===== config.mk =====
export PLATFORM = sky130hd
export DESIGN_NAME = game_timer_ctrl
export DESIGN_NICKNAME = d
export VERILOG_FILES = /design/src/rtl/game_timer_ctrl.sv
export SDC_FILE = /design/constraint.sdc
export NUM_CORES = 1
export LEC_CHECK = 0
export BUFFER_PORTS_ARGS = -buffer_cell sky130_fd_sc_hd__buf_2
export CAP_MARGIN = 20
export CORE_MARGIN = 1.5
export CORE_UTILIZATION = 55
export DETAILED_ROUTE_END_ITERATION = 8
export GPL_TIMING_DRIVEN = 1
export HOLD_SLACK_MARGIN = 0.1
export PLACE_DENSITY_LB_ADDON = 0.15
export REMOVE_ABC_BUFFERS = 1
export SKIP_CTS_REPAIR_TIMING = 1
export SLEW_MARGIN = 5
export SYNTH_ARGS = -nofsm -noshare
export SYNTH_HDL_FRONTEND = slang
export SYNTH_SLANG_ARGS = --single-unit

===== constraint.sdc =====
create_clock -name ClockIn -period 6.9 [get_ports ClockIn]
set_input_delay 1.035 -clock ClockIn [delete_from_list [all_inputs] [get_ports ClockIn]]
set_output_delay 1.035 -clock ClockIn [all_outputs]
set_load 0.005 [all_outputs]

===== src/rtl/game_timer_ctrl.sv =====
// Two-digit BCD countdown timer with start/pause/expire control, bonus time and a low-time warning.
// Optional blinking of the display under low time is enabled by defining GAME_TIMER_BLINK_EN.
module game_timer_ctrl #(
  parameter int START_SECONDS = 60,
  parameter int BONUS_SECONDS = 5,
  parameter int WARN_SECONDS  = 10
) (
  input  logic       ClockIn,
  input  logic       Reset,
  input  logic       Tick,
  input  logic       Start,
  input  logic       Pause,
  input  logic       Bonus,
  output logic [3:0] OnesValue,
  output logic [3:0] TensValue,
  output logic       Running,
  output logic       Expired,
  output logic       TimeUp,
  output logic       Warning,
  output logic       Blank
);

  localparam logic [1:0] S_IDLE    = 2'd0;
  localparam logic [1:0] S_RUNNING = 2'd1;
  localparam logic [1:0] S_PAUSED  = 2'd2;
  localparam logic [1:0] S_EXPIRED = 2'd3;

  localparam logic [6:0] START_R    = 7'(START_SECONDS);
  localparam logic [7:0] BONUS_R    = 8'(BONUS_SECONDS);
  localparam logic [6:0] WARN_R     = 7'(WARN_SECONDS);
  localparam logic [3:0] START_TENS = 4'(START_SECONDS / 10);
  localparam logic [3:0] START_ONES = 4'(START_SECONDS % 10);

  logic [1:0] r_state;
  logic [3:0] r_ones;
  logic [3:0] r_tens;
  logic       r_armed;
  logic       r_running;
  logic       r_expired;
  logic       r_timeUp;
  logic       r_warning;

  logic [1:0] w_nextState;
  logic [6:0] w_curR;
  logic [6:0] w_adjR;
  logic [6:0] w_nextR;
  logic [7:0] w_sum;
  logic       w_tickAcc;
  logic       w_bonusAcc;
  logic       w_nextTimeUp;
  logic       w_nextWarning;

  assign w_curR     = ({3'b000, r_tens} * 7'd10) + {3'b000, r_ones};
  assign w_tickAcc  = (r_state == S_RUNNING) && Tick;
  assign w_bonusAcc = ((r_state == S_RUNNING) || (r_state == S_PAUSED)) && Bonus;

  // Tick and bonus fold into one add/subtract; RUNNING never holds R = 0, so no underflow.
  assign w_sum  = {1'b0, w_curR} + (w_bonusAcc ? BONUS_R : 8'd0) - (w_tickAcc ? 8'd1 : 8'd0);
  assign w_adjR = (w_sum > 8'd99) ? 7'd99 : w_sum[6:0];

  always_comb begin
    w_nextState  = r_state;
    w_nextR      = w_curR;
    w_nextTimeUp = 1'b0;
    case (r_state)
      S_IDLE, S_EXPIRED: begin
        if (Start && r_armed) begin
          w_nextState = S_RUNNING;
          w_nextR     = START_R;
        end
      end
      S_RUNNING: begin
        w_nextR = w_adjR;
        if (w_adjR == 7'd0) begin
          w_nextState  = S_EXPIRED;
          w_nextTimeUp = 1'b1;
        end else if (Pause) begin
          w_nextState = S_PAUSED;
        end
      end
      S_PAUSED: begin
        w_nextR = w_adjR;
        if (Pause) w_nextState = S_RUNNING;
      end
      default: w_nextState = S_IDLE;
    endcase
  end

  assign w_nextWarning = ((w_nextState == S_RUNNING) || (w_nextState == S_PAUSED)) &&
                         (w_nextR != 7'd0) && (w_nextR <= WARN_R);

  // r_armed swallows a Start that lands on the first edge after Reset releases.
  always_ff @(posedge ClockIn or posedge Reset) begin
    if (Reset) begin
      r_state   <= S_IDLE;
      r_tens    <= START_TENS;
      r_ones    <= START_ONES;
      r_armed   <= 1'b0;
      r_running <= 1'b0;
      r_expired <= 1'b0;
      r_timeUp  <= 1'b0;
      r_warning <= 1'b0;
    end else begin
      r_state   <= w_nextState;
      r_tens    <= 4'(w_nextR / 7'd10);
      r_ones    <= 4'(w_nextR % 7'd10);
      r_armed   <= 1'b1;
      r_running <= (w_nextState == S_RUNNING);
      r_expired <= (w_nextState == S_EXPIRED);
      r_timeUp  <= w_nextTimeUp;
      r_warning <= w_nextWarning;
    end
  end

  assign OnesValue = r_ones;
  assign TensValue = r_tens;
  assign Running   = r_running;
  assign Expired   = r_expired;
  assign TimeUp    = r_timeUp;
  assign Warning   = r_warning;

`ifdef GAME_TIMER_BLINK_EN
  logic r_blank;
  logic w_nextBlank;

  // Toggle only on ticks taken while already warning; freezes in PAUSED since no tick is taken there.
  always_comb begin
    w_nextBlank = r_blank;
    if (!w_nextWarning)            w_nextBlank = 1'b0;
    else if (w_tickAcc && r_warning) w_nextBlank = ~r_blank;
  end

  always_ff @(posedge ClockIn or posedge Reset) begin
    if (Reset) r_blank <= 1'b0;
    else       r_blank <= w_nextBlank;
  end

  assign Blank = r_blank;
`else
  assign Blank = 1'b0;
`endif

endmodule


Yosys cells after proc, flatten, opt, wreduce, memory -nomap -nowiden
Index checks and enable logic that the tools add are counted.
- input port bits: 6
- register bits: 15
- logic and storage cells: 46
- output and inout port bits: 13
- $lt $le $gt $ge: 2
- div/mod/pow operators: 2
- reduce and logical (&&, ||, !) cells: 12
- muxes and demuxes: 12
- multiply operators: 1
- add/sub/neg operators: 3
- eq/ne operators: 6
- operators with widths (operator ; number):
    two-way mux 7 bit ; 2
    case mux 7 bit (2 select lines) ; 1
    adder 7 x 3 -> 8 bit ; 1
    equality test 2 bit, second input constant ; 4
    greater-than comparator 8 x 7 -> 1 bit, second input constant ; 1
    two-way mux 2 bit ; 4
    subtractor 8 x 1 -> 8 bit ; 1
    adder 7 x 4 -> 7 bit ; 1
    divider 7 x 4 -> 7 bit, second input constant ; 1
    less-or-equal comparator 7 x 4 -> 1 bit, second input constant ; 1
    zero test 7 bit ; 1
    remainder unit 7 x 4 -> 7 bit, second input constant ; 1
    nonzero test 7 bit ; 1
    multiplier 4 x 3 -> 6 bit, second input constant ; 1
    case mux 2 bit (3 select lines) ; 1
    logical AND 1 bit ; 5
    equality test 2 x 1 -> 1 bit, second input constant ; 2
    OR reduction 2 bit ; 2
    two-way mux 1 bit ; 3
    two-way mux 3 bit ; 1
    zero test 2 bit ; 1
    logical OR 1 bit ; 2

Longest topological paths before layout
Gate-level depths: netlist (run 1).
- depth in word-level cells: 15
- depth in mapped cells: 30
- gate-level depth less buffers: 29

Worst setup path after synthesis (run 1)
Ideal clock, no wire load.
- path kind: register to register
- from: register r_tens[1] (netlist: TensValue[1])
- to: register r_ones[1] (netlist: OnesValue[1])
- library setup time: 0.087 ns
- buffers on the path: 1
- period minus slack after synthesis: 6.011 ns
- required time: 6.813 ns
- stages on the path, launching flop included: 28
- data arrival time: 5.924 ns
- setup slack: 0.889 ns
- cells stage by stage: dfstp_2 ha_1 ha_1 inv_1 fa_1 and2b_1 a31oi_4 nor2_4 inv_1 ha_1 nor2_1 a21oi_1 and3_4 buf_6 o41ai_4 a311oi_2 nor3_1 a211oi_1 ha_1 o21ai_0 a31oi_1 a21boi_1 a211oi_2 xnor2_1 inv_1 ha_1 o211a_1 a211oi_2
- cells in the longest elaborated chain, start to end: 8
- elaborated cells between the ends (all ways): 9
- those cells by class: add/sub: 3; mul: 1; div: 1; order compare: 1; mux: 3
- ends and longest elaborated chain (what ; line ; RTL):
    start, declared ; 36 ; logic [3:0] r_tens;
    start signal, assigned ; 105 ; r_tens <= 4'(w_nextR / 7'd10);
    multiplier 4 x 3 -> 6 bit * ; 53 ; assign w_curR = ({3'b000, r_tens} * 7'd10) + {3'b000, r_ones};
    adder 7 x 4 -> 7 bit * ; 53 ;
    adder 7 x 3 -> 8 bit ; 58 ; assign w_sum = {1'b0, w_curR} + (w_bonusAcc ? BONUS_R : 8'd0) - (w_tickAcc ? 8'd1 : 8'd0);
    subtractor 8 x 1 -> 8 bit ; 58 ;
    greater-than comparator 8 x 7 -> 1 bit ; 59 ; assign w_adjR = (w_sum > 8'd99) ? 7'd99 : w_sum[6:0];
    two-way mux 7 bit ; 59 ;
    case mux 7 bit (2 select lines) * ; 65 ; case (r_state)
    remainder unit 7 x 4 -> 7 bit * ; 106 ; r_ones <= 4'(w_nextR % 7'd10);
    end signal, assigned ; 106 ;
    end, declared ; 35 ; logic [3:0] r_ones;
Mark *: on every way between the ends. The rest lies on a longest branch, timed or not.

Worst setup path in the final report (run 1)
Ends and elaborated chain as after synthesis.

==> flow_metrics.tcl, run 1 <==
set metrics [dict create \
    postRouteAntennaNets 0 \
    wirelength_um 4359 \
    synth_top_family_by_area "compound AO/OA/AOI/OAI gates" \
    netlist_instances 230 \
    vias 1727 \
    clock_path_buffers 2 \
    cts_buffers 3 \
    drc 0 \
    fin_nets 282 \
    setup_violations 0 \
    final_layout_size_suffix_gt1_frac 0.2040 \
    dpl.cell_count 291 \
    routed-wl-met2_um 2000 \
    ys_types 67 \
    dieHeight_um 63.18 \
    worst_pin_slew_ps 647.2 \
    stdcell_count 296 \
    crit_family "compound AO/OA/AOI/OAI gates" \
    arrival_ps 6650 \
    cts_tree "built" \
    path_class "reg2reg" \
    diodes 0 \
    r2r_slack_ps 430 \
    synth-seq-area-share 0.1897 \
    maxSlewViolCount 0 \
    syn_to_final_growth_pct 9.171 \
    worstHoldPathType "reg2reg" \
    hp-start "r_state[1]" \
    drt-initial-drc-count 114 \
    clkLatencyLatePin_ps 270 \
    max_stage_delay_ps 580 \
    nFillCells 295 \
    cp_common_cell "ha_1" \
    relSlewSlack 0.5625 \
    wire_per_inst_um 14.73 \
    placementRows 21 \
    die_w_um 63.18 \
    core_um2 3416 \
    seqCellArea_um2 377.9 \
    min_to "r_state[1]" \
    fin_ws_ps 432.0 \
    initial_utilization 0.5832 \
    period_share 0.9374 \
    synthArstFlopShare 1.000 \
    die_area_um2 3992 \
    synth_xor_area_frac 0.05214 \
    fin_crit_ps 6468 \
    grt_overflow_total 0 \
    yosysWarnings 0 \
    grt_pass1_vias 1559 \
    maxCapViolCount 0 \
    finClkSkew_ps 3.263 \
    mappedNetlistArea_um2 1992 \
    crit_path_max_fanout 8 \
    dr.pass1.iters 4 \
    synth-edff-count 0 \
    grt_pass1_wl_um 7362 \
    cts_sinks 15 \
    max_freq_ghz 0.1546 \
    rr_endpoint "OnesValue[1]" \
    wl_met3_um 182 \
    status "finished clean" \
    synth_compound_area_frac 0.3285 \
    top_layer_used "met4" \
    multi_input_area_um2 1496 \
    io_buffers 17 \
    pre_cts_ws_ps 293.6 \
    min_path_cells 1 \
    synth_seq_cells 15 \
    finalHoldViolations 0 \
    path_buf_inv 3 \
    io_pins 19 \
    clkTransAtPathRegs_ps 90 \
    antenna_found_initial 0 \
    dp_hpwl_um 3489 \
    reg2reg_from "TensValue[1]" \
    syn_avg_cell_area_um2 8.660 \
    synth-simple-area-share 0.1822 \
    synthFlopType "dfrtp_1" \
    synth_fa_ha_area_frac 0.1683 \
    startpoint_type "register" \
    vias_per_cell 5.834 \
    cts_max_level 1 \
    worst_ep_required_time_ps 7090 \
    track_usage 0.2250 \
    grt_start_max_net_pins 16 \
    end_kind "register" \
    clockRootBuffer "clkbuf_4" \
    m1WireLength_um 2144 \
    muxShareOfSynthArea 0.007538 \
    rr_worst_depth 26 \
    gp_congestion 0.9831 \
    crit_slowest_cell "dfstp_2" \
]
[flip-flops by register name, summed over array words and instances (netlist names)]
name	count
Warning	1
TimeUp	1
Running	1
Expired	1
r_armed	1
r_state	2
TensValue	4
OnesValue	4
[layout by cell type, fill, tap and decap left out, types with 2 or more instances in the layout]
cell type / netlist / routed
o211ai_1: 2 / 2
o31ai_1: 2 / 2
a211oi_2: 4 / 4
nand4_1: 3 / 3
a2111oi_0: 3 / 3
o21a_1: 3 / 3
xor2_1: 4 / 4
o41ai_4: 2 / 2
a21o_1: 8 / 8
nand3b_1: 2 / 2
o21ai_1: 3 / 3
nand2b_1: 3 / 3
conb_1: 2 / 2
ha_1: 22 / 22
a31oi_2: 1 / 2
a21oi_2: 3 / 3
and2_1: 2 / 2
a211o_1: 2 / 2
a21oi_1: 12 / 12
nor4b_1: 2 / 2
a211oi_1: 3 / 3
nand2_1: 14 / 14
buf_2: 0 / 17
clkbuf_4: 0 / 3
o21ba_1: 2 / 2
a311o_1: 2 / 2
o21ai_0: 7 / 7
dfrtp_1: 13 / 13
nor2_1: 23 / 23
nor3_1: 5 / 5
xnor2_1: 6 / 6
inv_1: 27 / 27
fa_1: 3 / 3
dfstp_2: 2 / 2
buf_4: 2 / 4
[stage by stage]
stage	hold WS, ps	setup TNS (ps)	util	area, µm²
after CTS	613.3	0	0.6293	2150
after detailed placement	592.2	0	0.6216	2123
after global placement	574.0	0	0.6216	2123
after floorplan	534.4	0	-	1958
final	599.0	0	0.6366	2175
after global routing	634.1	-2.633	0.6366	2175
[metal layers]
layer / vias to the layer above / global-route usage
li1: 874 / -
met1: 809 / 0.3307
met2: 40 / 0.3564
met3: 4 / 0.01964
met4: 0 / 0.05707
met5: - / 0
[Yosys cell counts, drive strengths merged (2+ instances only)]
master	number	area (µm²)
a21boi	2	15.02
nand3b	2	15.01
a2111oi	3	26.28
a21o	8	60.06
and3	2	17.52
xor2	4	35.03
inv	27	101.4
o31ai	2	15.01
xnor2	7	68.82
o21ai	11	58.80
fa	3	60.06
a21oi	15	86.34
nand2	14	52.55
o211ai	2	15.01
and2	2	12.51
o21a	3	22.52
o21ba	2	20.02
nor2	25	103.9
a311o	2	20.02
a211o	2	17.52
nand3	2	15.01
nand2b	3	18.77
dfstp	2	52.55
dfrtp	13	325.3
nor3	6	35.03
a211oi	7	72.57
nor4b	2	17.52
o41ai	2	55.05
buf	3	26.27
ha	22	275.3
clkbuf	2	7.510
conb	2	7.510
a31oi	4	46.29
nand4	3	18.77
[area by class of cell]
type | count | area share
sequential | 15 | 0.1738
timing repair buffer | 21 | 0.05293
clock buffer | 4 | 0.01208
inverter | 27 | 0.04661
multi-input combinational | 183 | 0.6881
tap | 46 | 0.02647
[worst max-delay path by stage]
stage	from	end	slack [ps]	cells past startpoint
3_3_place_gp	TensValue[1]	OnesValue[1]	410	26
6_report	TensValue[1]	OnesValue[1]	430	26
4_1_cts	TensValue[1]	OnesValue[1]	260	26
5_1_grt	TensValue[1]	OnesValue[1]	-3	27
2_1_floorplan	TensValue[1]	OnesValue[1]	910	26
3_5_place_dp	TensValue[1]	OnesValue[1]	290	26
[logic make-up (layout without fill, tap and decap cells)]
logic type | count (synthesis) | in the layout
flops | 15 | 15
compound gates | 76 | 76
other cells | 2 | 2
mux | 1 | 1
fa+ha+maj | 25 | 25
simple gates | 68 | 68
xor+xnor | 11 | 11
buf+inv | 32 | 52
Power of run 1 is left out: the tool's default activity adds up to more than one toggle a clock period on the data nets, which glitch-free logic cannot reach.
==> run 2, diff against run 1 <==
==> constraint.sdc (replaced) <==
create_clock -name ClockIn -period 7.3 [get_ports ClockIn]
set_input_delay 1.095 -clock ClockIn [delete_from_list [all_inputs] [get_ports ClockIn]]
set_output_delay 1.095 -clock ClockIn [all_outputs]
set_load 0.005 [all_outputs]
==> flow_metrics.tcl, run 2 (synthesized netlist as in run 1, its figures left out) <==
set metrics [dict create \
    syn_to_final_growth_pct 7.161 \
    relSlewSlack 0.5313 \
    max_freq_ghz 0.1468 \
    nFillCells 313 \
    path_buf_inv 3 \
    cts_max_level 1 \
    pre_cts_ws_ps 629.5 \
    r2r_slack_ps 490 \
    final_layout_size_suffix_gt1_frac 0.1903 \
    wire_per_inst_um 14.62 \
    clkLatencyLatePin_ps 280 \
    finalHoldViolations 0 \
    cts_buffers 3 \
    worst_pin_slew_ps 693.3 \
    gp_congestion 0.8916 \
    maxCapViolCount 0 \
    path_class "reg2reg" \
    seqCellArea_um2 377.9 \
    clockRootBuffer "clkbuf_4" \
    diodes 0 \
    clkTransAtPathRegs_ps 80 \
    fin_crit_ps 6810 \
    status "finished clean" \
    placementRows 21 \
    rsz0062_at_grt "no" \
    final_cell_mix "27 x inv_1, 23 x nor2_1, 22 x ha_1" \
    postRouteAntennaNets 0 \
    maxSlewViolCount 0 \
    setup_violations 0 \
    cp-startpoint "TensValue[1]" \
    cts_tree "built" \
    vias_per_cell 5.993 \
    wirelength_um 4283 \
    finClkSkew_ps 3.096 \
    crit_family "compound AO/OA/AOI/OAI gates" \
    grt_pass1_vias 1597 \
    vias 1756 \
    setup_tns_ps 0 \
    final_common_cell "inv_1" \
    worstHoldPathType "reg2reg" \
    dieHeight_um 63.18 \
    drt-initial-drc-count 132 \
    die_w_um 63.18 \
    multi_input_area_um2 1479 \
    fin_ws_ps 490.0 \
    core_um2 3416 \
    io_pins 19 \
    grt_start_max_net_pins 16 \
    drc 0 \
    hp-start "r_state[1]" \
    dp_hpwl_um 3499 \
    end_kind "register" \
    dr.pass1.iters 4 \
    worst_ep_required_time_ps 7500 \
    period_share 0.9329 \
    crit_path_max_fanout 7 \
    grt_overflow_total 0 \
    max_stage_delay_ps 590 \
    clock_path_buffers 2 \
    fin_nets 279 \
    startpoint_type "register" \
    die_area_um2 3992 \
    grt_pass1_wl_um 7590 \
    track_usage 0.2313 \
    initial_utilization 0.5832 \
    reg2reg_from "TensValue[1]" \
    crit_slowest_cell "dfstp_2" \
    io_buffers 17 \
    cp_common_cell "ha_1" \
    arrival_ps 7010 \
    antenna_found_initial 0 \
    cts_sinks 15 \
]
[run 2: cell types whose count changed in the layout (fill, tap and decap cells not counted)]
cell / before / now
buf_4: 4 / 1
a31oi_2: 2 / 1
a311oi_4: 1 / 0
a311oi_2: 0 / 1
a31oi_1: 1 / 2
[run 2: final timing paths]
check	to	cells past startpoint
max in group asynchronous	TensValue[2]	2
setup / recovery	OnesValue[1]	27
setup reg to reg	OnesValue[1]	27
hold reg to reg	r_state[1]	1
hold / removal	r_state[1]	1
min in group asynchronous	OnesValue[0]	2
[run 2: through the flow]
step | util | instance area, µm² | std cells | hold slack, ps
floorplan | - | 1958 | 225 | 534.4
global placement | 0.6172 | 2108 | 289 | 573.6
detailed placement | 0.6172 | 2108 | 289 | 574.4
CTS | 0.6249 | 2135 | 293 | 594.5
global route | 0.6249 | 2135 | 293 | 637.4
finish | 0.6249 | 2135 | 293 | 590.3
[run 2: layout make-up]
type,count,share of cell area
clock buffer,4,0.01231
inverter,27,0.04748
multi-input combinational,183,0.6928
sequential,15,0.1770
tap,46,0.02696
timing repair buffer,18,0.04338
[run 2: worst register-to-register path, stage by stage, from the launching register on]
cell and delay (ps):
dfstp_2 590, ha_1 240, ha_1 190, inv_1 70, fa_1 450, and2b_1 270
a31oi_4 110, nor2_4 190, inv_1 70, ha_1 380, nor2_1 60, a21oi_1 310
a21oi_2 210, o41ai_4 490, nand2_1 150, nand2_1 170, nor3_1 70, a211oi_1 310
ha_1 320, o21ai_0 130, a31oi_1 500, a21boi_1 170, a211oi_2 280, xnor2_1 220
inv_1 80, ha_1 270, o211a_1 260, a211oi_2 190
[run 2: layer usage]
layer	vias to the layer above	global-route usage	share of wire	routed length, µm
met4	0	0.06522	0.026	110
met5	-	0	0	0
met3	16	0.02500	0.058	249
met2	71	0.3564	0.43	1828
met1	797	0.3427	0.49	2094
li1	872	-	-	-
Power of run 2 is left out for the same reason.
